===== config.mk =====
export PLATFORM = sky130hd
export DESIGN_NAME = alu_issue_sequencer_flat
export DESIGN_NICKNAME = d
export VERILOG_FILES = /design/src/rtl/alu_issue_sequencer_if.sv /design/src/rtl/alu_issue_sequencer.sv /design/src/flat_wrapper.sv
export SDC_FILE = /design/constraint.sdc
export NUM_CORES = 1
export LEC_CHECK = 0
export ABC_AREA = 1
export CAP_MARGIN = 20
export CORE_MARGIN = 1.5
export CORE_UTILIZATION = 43
export CTS_BUF_LIST = sky130_fd_sc_hd__clkbuf_8
export DETAILED_ROUTE_END_ITERATION = 10
export HOLD_SLACK_MARGIN = 0.05
export PLACE_DENSITY = 0.9
export SLEW_MARGIN = 25
export SYNTH_ARGS = -nofsm -noshare
export SYNTH_HDL_FRONTEND = slang
export SYNTH_SLANG_ARGS = --single-unit

===== constraint.sdc =====
create_clock -name clk -period 1.3 [get_ports clk]
set_input_delay 0.26 -clock clk [delete_from_list [all_inputs] [get_ports clk]]
set_output_delay 0.26 -clock clk [all_outputs]
set_load 0.005 [all_outputs]

===== src/rtl/alu_issue_sequencer_if.sv =====
// Request / ALU / response signal bundle for alu_issue_sequencer.
// master = the sequencer, slave = dispatch + ALU + response consumer.
interface alu_issue_sequencer_if #(
    parameter int TAG_W = 4
);
    logic             req_valid;
    logic             req_ready;
    logic [1:0]       req_op;
    logic             req_cmp;
    logic [7:0]       req_rs;
    logic [7:0]       req_rt;
    logic [TAG_W-1:0] req_tag;

    logic             alu_enable;
    logic [2:0]       alu_core_state;
    logic [1:0]       alu_arith_mux;
    logic             alu_output_mux;
    logic [7:0]       alu_rs;
    logic [7:0]       alu_rt;
    logic [7:0]       alu_out;

    logic             rsp_valid;
    logic             rsp_ready;
    logic [7:0]       rsp_data;
    logic [2:0]       rsp_nzp;
    logic [TAG_W-1:0] rsp_tag;
    logic             rsp_err;

    modport master (
        input  req_valid, req_op, req_cmp, req_rs, req_rt, req_tag, alu_out, rsp_ready,
        output req_ready, alu_enable, alu_core_state, alu_arith_mux, alu_output_mux,
               alu_rs, alu_rt, rsp_valid, rsp_data, rsp_nzp, rsp_tag, rsp_err
    );

    modport slave (
        output req_valid, req_op, req_cmp, req_rs, req_rt, req_tag, alu_out, rsp_ready,
        input  req_ready, alu_enable, alu_core_state, alu_arith_mux, alu_output_mux,
               alu_rs, alu_rt, rsp_valid, rsp_data, rsp_nzp, rsp_tag, rsp_err
    );
endinterface


===== src/rtl/alu_issue_sequencer.sv =====
// Issues one request at a time to the 8-bit ALU and returns its registered result.
// Optional macro ALU_DIV_ZERO_CHECK_EN: answer DIV-by-zero locally with data FF, err 1.
//
// state | meaning
// IDLE  | waiting for a request, req_ready high
// EXEC  | ALU enabled for one cycle, core_state 101
// WAIT  | EXTRA_WAIT cycles for slow ALU variants, core_state 110
// CAPT  | ALU result registered, sampled into the response, core_state 110
// RESP  | response valid until rsp_ready
module alu_issue_sequencer #(
    parameter int TAG_W      = 4,
    parameter int EXTRA_WAIT = 0
) (
    input  logic                  clk,
    input  logic                  reset_n,
    alu_issue_sequencer_if.master bus
);
    typedef enum logic [2:0] {
        S_IDLE,
        S_EXEC,
        S_WAIT,
        S_CAPT,
        S_RESP
    } state_t;

    localparam logic [3:0] WAIT_LOAD = 4'(EXTRA_WAIT - 1);

    state_t           state_q, state_d;
    logic [1:0]       op_q;
    logic             cmp_q;
    logic [7:0]       rs_q, rt_q;
    logic [TAG_W-1:0] tag_q;
    logic [3:0]       wait_cnt_q;
    logic [7:0]       data_q;
    logic [2:0]       nzp_q;
    logic [TAG_W-1:0] rsp_tag_q;
    logic             accept;
    logic             div_zero;

    assign accept = bus.req_valid && (state_q == S_IDLE);

`ifdef ALU_DIV_ZERO_CHECK_EN
    logic err_q;
    assign div_zero    = (bus.req_op == 2'b11) && !bus.req_cmp && (bus.req_rt == 8'h00);
    assign bus.rsp_err = err_q;
`else
    assign div_zero    = 1'b0;
    assign bus.rsp_err = 1'b0;
`endif

    assign bus.alu_rs         = rs_q;
    assign bus.alu_rt         = rt_q;
    assign bus.alu_arith_mux  = op_q;
    assign bus.alu_output_mux = cmp_q;
    assign bus.rsp_data       = data_q;
    assign bus.rsp_nzp        = nzp_q;
    assign bus.rsp_tag        = rsp_tag_q;

    always_comb begin
        state_d            = state_q;
        bus.req_ready      = 1'b0;
        bus.rsp_valid      = 1'b0;
        bus.alu_enable     = 1'b0;
        bus.alu_core_state = 3'b000;
        case (state_q)
            S_IDLE: begin
                bus.req_ready = 1'b1;
                if (accept) state_d = div_zero ? S_RESP : S_EXEC;
            end
            S_EXEC: begin
                bus.alu_enable     = 1'b1;
                bus.alu_core_state = 3'b101;
                state_d            = (EXTRA_WAIT == 0) ? S_CAPT : S_WAIT;
            end
            S_WAIT: begin
                bus.alu_core_state = 3'b110;
                if (wait_cnt_q == 4'd0) state_d = S_CAPT;
            end
            S_CAPT: begin
                bus.alu_core_state = 3'b110;
                state_d            = S_RESP;
            end
            S_RESP: begin
                bus.rsp_valid = 1'b1;
                if (bus.rsp_ready) state_d = S_IDLE;
            end
            default: state_d = S_IDLE;
        endcase
    end

    always_ff @(posedge clk) begin
        if (!reset_n) begin
            state_q    <= S_IDLE;
            op_q       <= 2'b00;
            cmp_q      <= 1'b0;
            rs_q       <= 8'h00;
            rt_q       <= 8'h00;
            tag_q      <= '0;
            wait_cnt_q <= 4'd0;
            data_q     <= 8'h00;
            nzp_q      <= 3'b000;
            rsp_tag_q  <= '0;
`ifdef ALU_DIV_ZERO_CHECK_EN
            err_q      <= 1'b0;
`endif
        end else begin
            state_q <= state_d;
            if (accept) begin
                op_q  <= bus.req_op;
                cmp_q <= bus.req_cmp;
                rs_q  <= bus.req_rs;
                rt_q  <= bus.req_rt;
                tag_q <= bus.req_tag;
            end
            if (state_q == S_EXEC)
                wait_cnt_q <= WAIT_LOAD;
            else if (state_q == S_WAIT)
                wait_cnt_q <= wait_cnt_q - 4'd1;
            if (state_q == S_CAPT) begin
                data_q    <= bus.alu_out;
                nzp_q     <= cmp_q ? bus.alu_out[2:0] : 3'b000;
                rsp_tag_q <= tag_q;
`ifdef ALU_DIV_ZERO_CHECK_EN
                err_q     <= 1'b0;
`endif
            end
`ifdef ALU_DIV_ZERO_CHECK_EN
            // Divide-by-zero never reaches the ALU; the response is formed at accept.
            if (accept && div_zero) begin
                data_q    <= 8'hFF;
                nzp_q     <= 3'b000;
                rsp_tag_q <= bus.req_tag;
                err_q     <= 1'b1;
            end
`endif
        end
    end
endmodule

===== src/flat_wrapper.sv =====
// flat-port wrapper written by rule: the top's interface ports become plain ports
module alu_issue_sequencer_flat 
#(
    parameter int TAG_W      = 4,
    parameter int EXTRA_WAIT = 0
)
  (clk, reset_n, bus_req_valid, bus_req_op, bus_req_cmp, bus_req_rs, bus_req_rt, bus_req_tag, bus_alu_out, bus_rsp_ready, bus_req_ready, bus_alu_enable, bus_alu_core_state, bus_alu_arith_mux, bus_alu_output_mux, bus_alu_rs, bus_alu_rt, bus_rsp_valid, bus_rsp_data, bus_rsp_nzp, bus_rsp_tag, bus_rsp_err);
  alu_issue_sequencer_if #(.TAG_W(TAG_W)) bus_i ();
  input  logic clk;
  input  logic reset_n;
  input wire logic [$bits(bus_i.req_valid)-1:0] bus_req_valid;
  input wire logic [$bits(bus_i.req_op)-1:0] bus_req_op;
  input wire logic [$bits(bus_i.req_cmp)-1:0] bus_req_cmp;
  input wire logic [$bits(bus_i.req_rs)-1:0] bus_req_rs;
  input wire logic [$bits(bus_i.req_rt)-1:0] bus_req_rt;
  input wire logic [$bits(bus_i.req_tag)-1:0] bus_req_tag;
  input wire logic [$bits(bus_i.alu_out)-1:0] bus_alu_out;
  input wire logic [$bits(bus_i.rsp_ready)-1:0] bus_rsp_ready;
  output wire logic [$bits(bus_i.req_ready)-1:0] bus_req_ready;
  output wire logic [$bits(bus_i.alu_enable)-1:0] bus_alu_enable;
  output wire logic [$bits(bus_i.alu_core_state)-1:0] bus_alu_core_state;
  output wire logic [$bits(bus_i.alu_arith_mux)-1:0] bus_alu_arith_mux;
  output wire logic [$bits(bus_i.alu_output_mux)-1:0] bus_alu_output_mux;
  output wire logic [$bits(bus_i.alu_rs)-1:0] bus_alu_rs;
  output wire logic [$bits(bus_i.alu_rt)-1:0] bus_alu_rt;
  output wire logic [$bits(bus_i.rsp_valid)-1:0] bus_rsp_valid;
  output wire logic [$bits(bus_i.rsp_data)-1:0] bus_rsp_data;
  output wire logic [$bits(bus_i.rsp_nzp)-1:0] bus_rsp_nzp;
  output wire logic [$bits(bus_i.rsp_tag)-1:0] bus_rsp_tag;
  output wire logic [$bits(bus_i.rsp_err)-1:0] bus_rsp_err;
  assign bus_i.req_valid = bus_req_valid;
  assign bus_i.req_op = bus_req_op;
  assign bus_i.req_cmp = bus_req_cmp;
  assign bus_i.req_rs = bus_req_rs;
  assign bus_i.req_rt = bus_req_rt;
  assign bus_i.req_tag = bus_req_tag;
  assign bus_i.alu_out = bus_alu_out;
  assign bus_i.rsp_ready = bus_rsp_ready;
  assign bus_req_ready = bus_i.req_ready;
  assign bus_alu_enable = bus_i.alu_enable;
  assign bus_alu_core_state = bus_i.alu_core_state;
  assign bus_alu_arith_mux = bus_i.alu_arith_mux;
  assign bus_alu_output_mux = bus_i.alu_output_mux;
  assign bus_alu_rs = bus_i.alu_rs;
  assign bus_alu_rt = bus_i.alu_rt;
  assign bus_rsp_valid = bus_i.rsp_valid;
  assign bus_rsp_data = bus_i.rsp_data;
  assign bus_rsp_nzp = bus_i.rsp_nzp;
  assign bus_rsp_tag = bus_i.rsp_tag;
  assign bus_rsp_err = bus_i.rsp_err;
  alu_issue_sequencer #(.TAG_W(TAG_W), .EXTRA_WAIT(EXTRA_WAIT)) u_core (.clk(clk), .reset_n(reset_n), .bus(bus_i));
endmodule

==> flow_summary.yaml <==
logic_synthesis:
  yosysSeqAreaShare_pct: 50.42
  yosys_register_bits: 45
  synth_cell_type_count: 25
  synth_area_um2: 1787
  yosys_warnings: 0
  syn_avg_cell_area_um2: 8.048
  postSynthCellCount: 222
  syn_nets: 258
cells_and_area:
  seqCellArea_um2: 942.2
  n_antenna_cell: 0
  layout.nets: 353
  fill_cells: 318
  final_area_um2: 2932
  drive_above_1_share_pct: 27.67
  syn2layout_area_growth_pct: 64.08
  multi_input_area_um2: 794.5
critical_path:
  cp.arrival_ns: 1.09
  reg2reg_from: "u_core.state_q[1]"
  end_kind: "output pin"
  required_ns: 1.04
  startpoint_type: "register"
  rrSetupSlack_ns: -0.03
  critical_path_class: "reg2out"
  critPathLaunch: "u_core.state_q[1]"
  cp_max_fo: 5
timing:
  timing.final.ws_setup_ns: -0.05127
  setup_viol: 17
  final_hold_viol_count: 0
  max_freq_mhz: 740.0
  fin_worst_skew_ns: 0.005471
  finalMaxSlewViolations: 0
  whs_ns: 0.4590
  period_minus_slack_ns: 1.351
  rsz0062_at_grt: "true"
  finalCritPeriodShare_pct: 103.9
global_route:
  gr-usage-all-layers_pct: 22.28
  grt_start_max_net_pins: 28
  antenna_found_initial: 0
  grt_first_pass_wirelength_um: 7583
  grt_overflow_total: 0
  grt_pass1_vias: 1709
clock_tree:
  cts.sinks: 45
  hold_buffers: 0
  clock_path_buffers: 2
  cts-root-buf: "clkbuf_8"
  cts_buffers: 5
  htree_levels: 2
  path_clk_slew_ns: 0.09
  clk_latency_ns: 0.30
  cts_tree: "yes"
placement:
  portBuffers: 74
  place_ws_ns: -0.2054
  placed_cell_area_um2: 2668
  place_congestion: 0.7401
  hpwl_um: 3238
floorplan:
  num_io_pins: 76
  initial_utilization_pct: 44.67
  rows: 23
  dieArea_um2: 4551
  core_um2: 4000
  die_width_um: 67.46
  die-height_um: 67.46
flow_run:
  max_cap_violations: 0
detailed_routing:
  viasPerCell: 5.065
  vias: 1864
  drtIter0Drc: 111
  wl_um: 4992
  antenna_left: 0
  drt_pass1_iterations: 4
  wl_per_cell_um: 13.57
  drc_errors: 0
run_status:
  failed_checks: "negative setup slack"
  status: "finished with violations"
worst_hold_path:
  hold_start: "u_core.tag_q[3]"
  worstHoldPathType: "reg2reg"
pwr:
  ir_drop_uv: 894.2
  powerDensity_nw_per_um2: 1448
  p_leak_nw: 1.332
## final cells by class
class / instances / area share (%)
Timing Repair Buffer: 101 / 33.03
Sequential cell: 45 / 32.14
Clock inverter: 3 / 1.451
Multi-Input combinational cell: 152 / 27.10
Clock buffer: 5 / 2.347
Tap cell: 50 / 2.134
Inverter: 12 / 1.793
## placed cells by master, fill, tap and decap left out
master,synthesis,final
clkinv_1,1,1
dfxtp_2,0,24
clkinv_4,0,1
clkdlybuf4s50_1,0,34
inv_4,1,1
clkbuf_16,0,1
dlygate4sd2_1,0,34
bufinv_16,0,1
o21ai_0,11,11
nand3_1,28,28
nand2_2,2,1
nor2_4,3,5
buf_12,0,3
xor2_1,1,1
ha_1,1,1
inv_1,8,7
a21oi_2,1,3
a21oi_1,36,34
nand3b_1,2,2
nand2_1,41,40
conb_1,1,1
nand3_4,1,1
nor2_2,1,1
nor2_1,20,18
dfxtp_4,0,3
buf_2,0,4
inv_2,2,3
nor3_2,2,2
buf_6,4,10
nor3_4,0,1
inv_6,0,1
nand2_4,0,2
dfxtp_1,45,18
clkbuf_8,0,5
buf_4,3,15
## metal layers
metal  share of wire (%)  global-route usage, %
met1                  40                  26.23
met2                  51                  37.75
met3                 8.4                  9.167
met4                0.70                  5.102
met5                   0                      0
## path summary, 6_finish.rpt
kind	end	cells after the start
max reg2reg	u_core.bus.alu_arith_mux[0]	7
min reg2reg	u_core.tag_q[3]	2
min	u_core.tag_q[3]	2
max	bus_alu_core_state[2]	4
## logic make-up (layout without fill, tap and decap cells)
| family | count (synthesis) | count (layout) | share of synthesized area (%) |
|---|---|---|---|
| and+or+nand+nor | 101 | 101 | 26.82 |
| DFF | 45 | 45 | 50.42 |
| buffers and inverters | 25 | 121 | 7.703 |
| xor gates and xnor gates | 1 | 1 | 0.4903 |
| AOI/OAI and AO/OA | 48 | 48 | 13.66 |
| other | 1 | 1 | 0.2099 |
| adders and majority gates | 1 | 1 | 0.7002 |
## repair_timing
item	4_1_cts	5_1_grt
buffers inserted	5	2
resized for setup	97	18
setup endpoints to repair	40	32
pin swaps	4	6
cloned	0	2
## sequential cells by signal, indices dropped and copies added (netlist names)
name and cells:
u_core.bus.alu_rt 8, u_core.bus.rsp_data 8, u_core.bus.alu_output_mux 1, u_core.tag_q 4, u_core.bus.alu_arith_mux 2, u_core.bus.rsp_nzp 3, u_core.wait_cnt_q 4, u_core.bus.rsp_tag 4
u_core.bus.alu_rs 8, u_core.state_q 3
## synth_stat cells
cell,count,share of area (%)
nand2_1,41,8.6
nand3_4,1,0.98
nand3_1,28,7.8
nor3_1,1,0.28
nand3b_1,2,0.84
dfxtp_1,45,50
nand2_2,2,0.70
a21oi_1,36,10
o21ai_0,11,3.1
clkbuf_1,5,1.1
nor3_2,2,1.1
nor2_1,20,4.2
a21oi_2,1,0.49
buf_1,1,0.21
buf_4,3,1.3
inv_1,8,1.7
ha_1,1,0.70
conb_1,1,0.21
nor2_2,1,0.35
inv_4,1,0.35
buf_6,4,2.5
clkinv_1,1,0.21
inv_2,2,0.42
xor2_1,1,0.49
nor2_4,3,1.9
## metrics by stage
| stage | total power [W] | util (%) | std cells | setup TNS, ns |
|---|---|---|---|---|
| after detailed placement | 0.003052 | 66.69 | 352 | -2.278 |
| after floorplan | 0.002392 | - | 222 | 0 |
| after global routing | 0.004492 | 73.29 | 368 | -1.538 |
| final | 0.004244 | 73.29 | 368 | -0.3370 |
| after CTS | 0.004111 | 70.85 | 365 | -0.1550 |
| after global placement | 0.003005 | 66.69 | 352 | -1.866 |
## worst max-delay path, cell delays in order (launching register included)
cell,delay (ns)
dfxtp_4,0.42
nor2_4,0.05
buf_6,0.12
nor2_4,0.10
buf_2,0.12
## report_power, final
part	leakage [nW]	switching [W]	internal, W
Clock	0.0595	0.000476	0.000569
Sequential	0.381	0.000126	0.00158
Combinational	0.892	0.000724	0.000764
Total	1.33	0.00133	0.00292
Note: power is estimated with default switching activity, not from simulation.
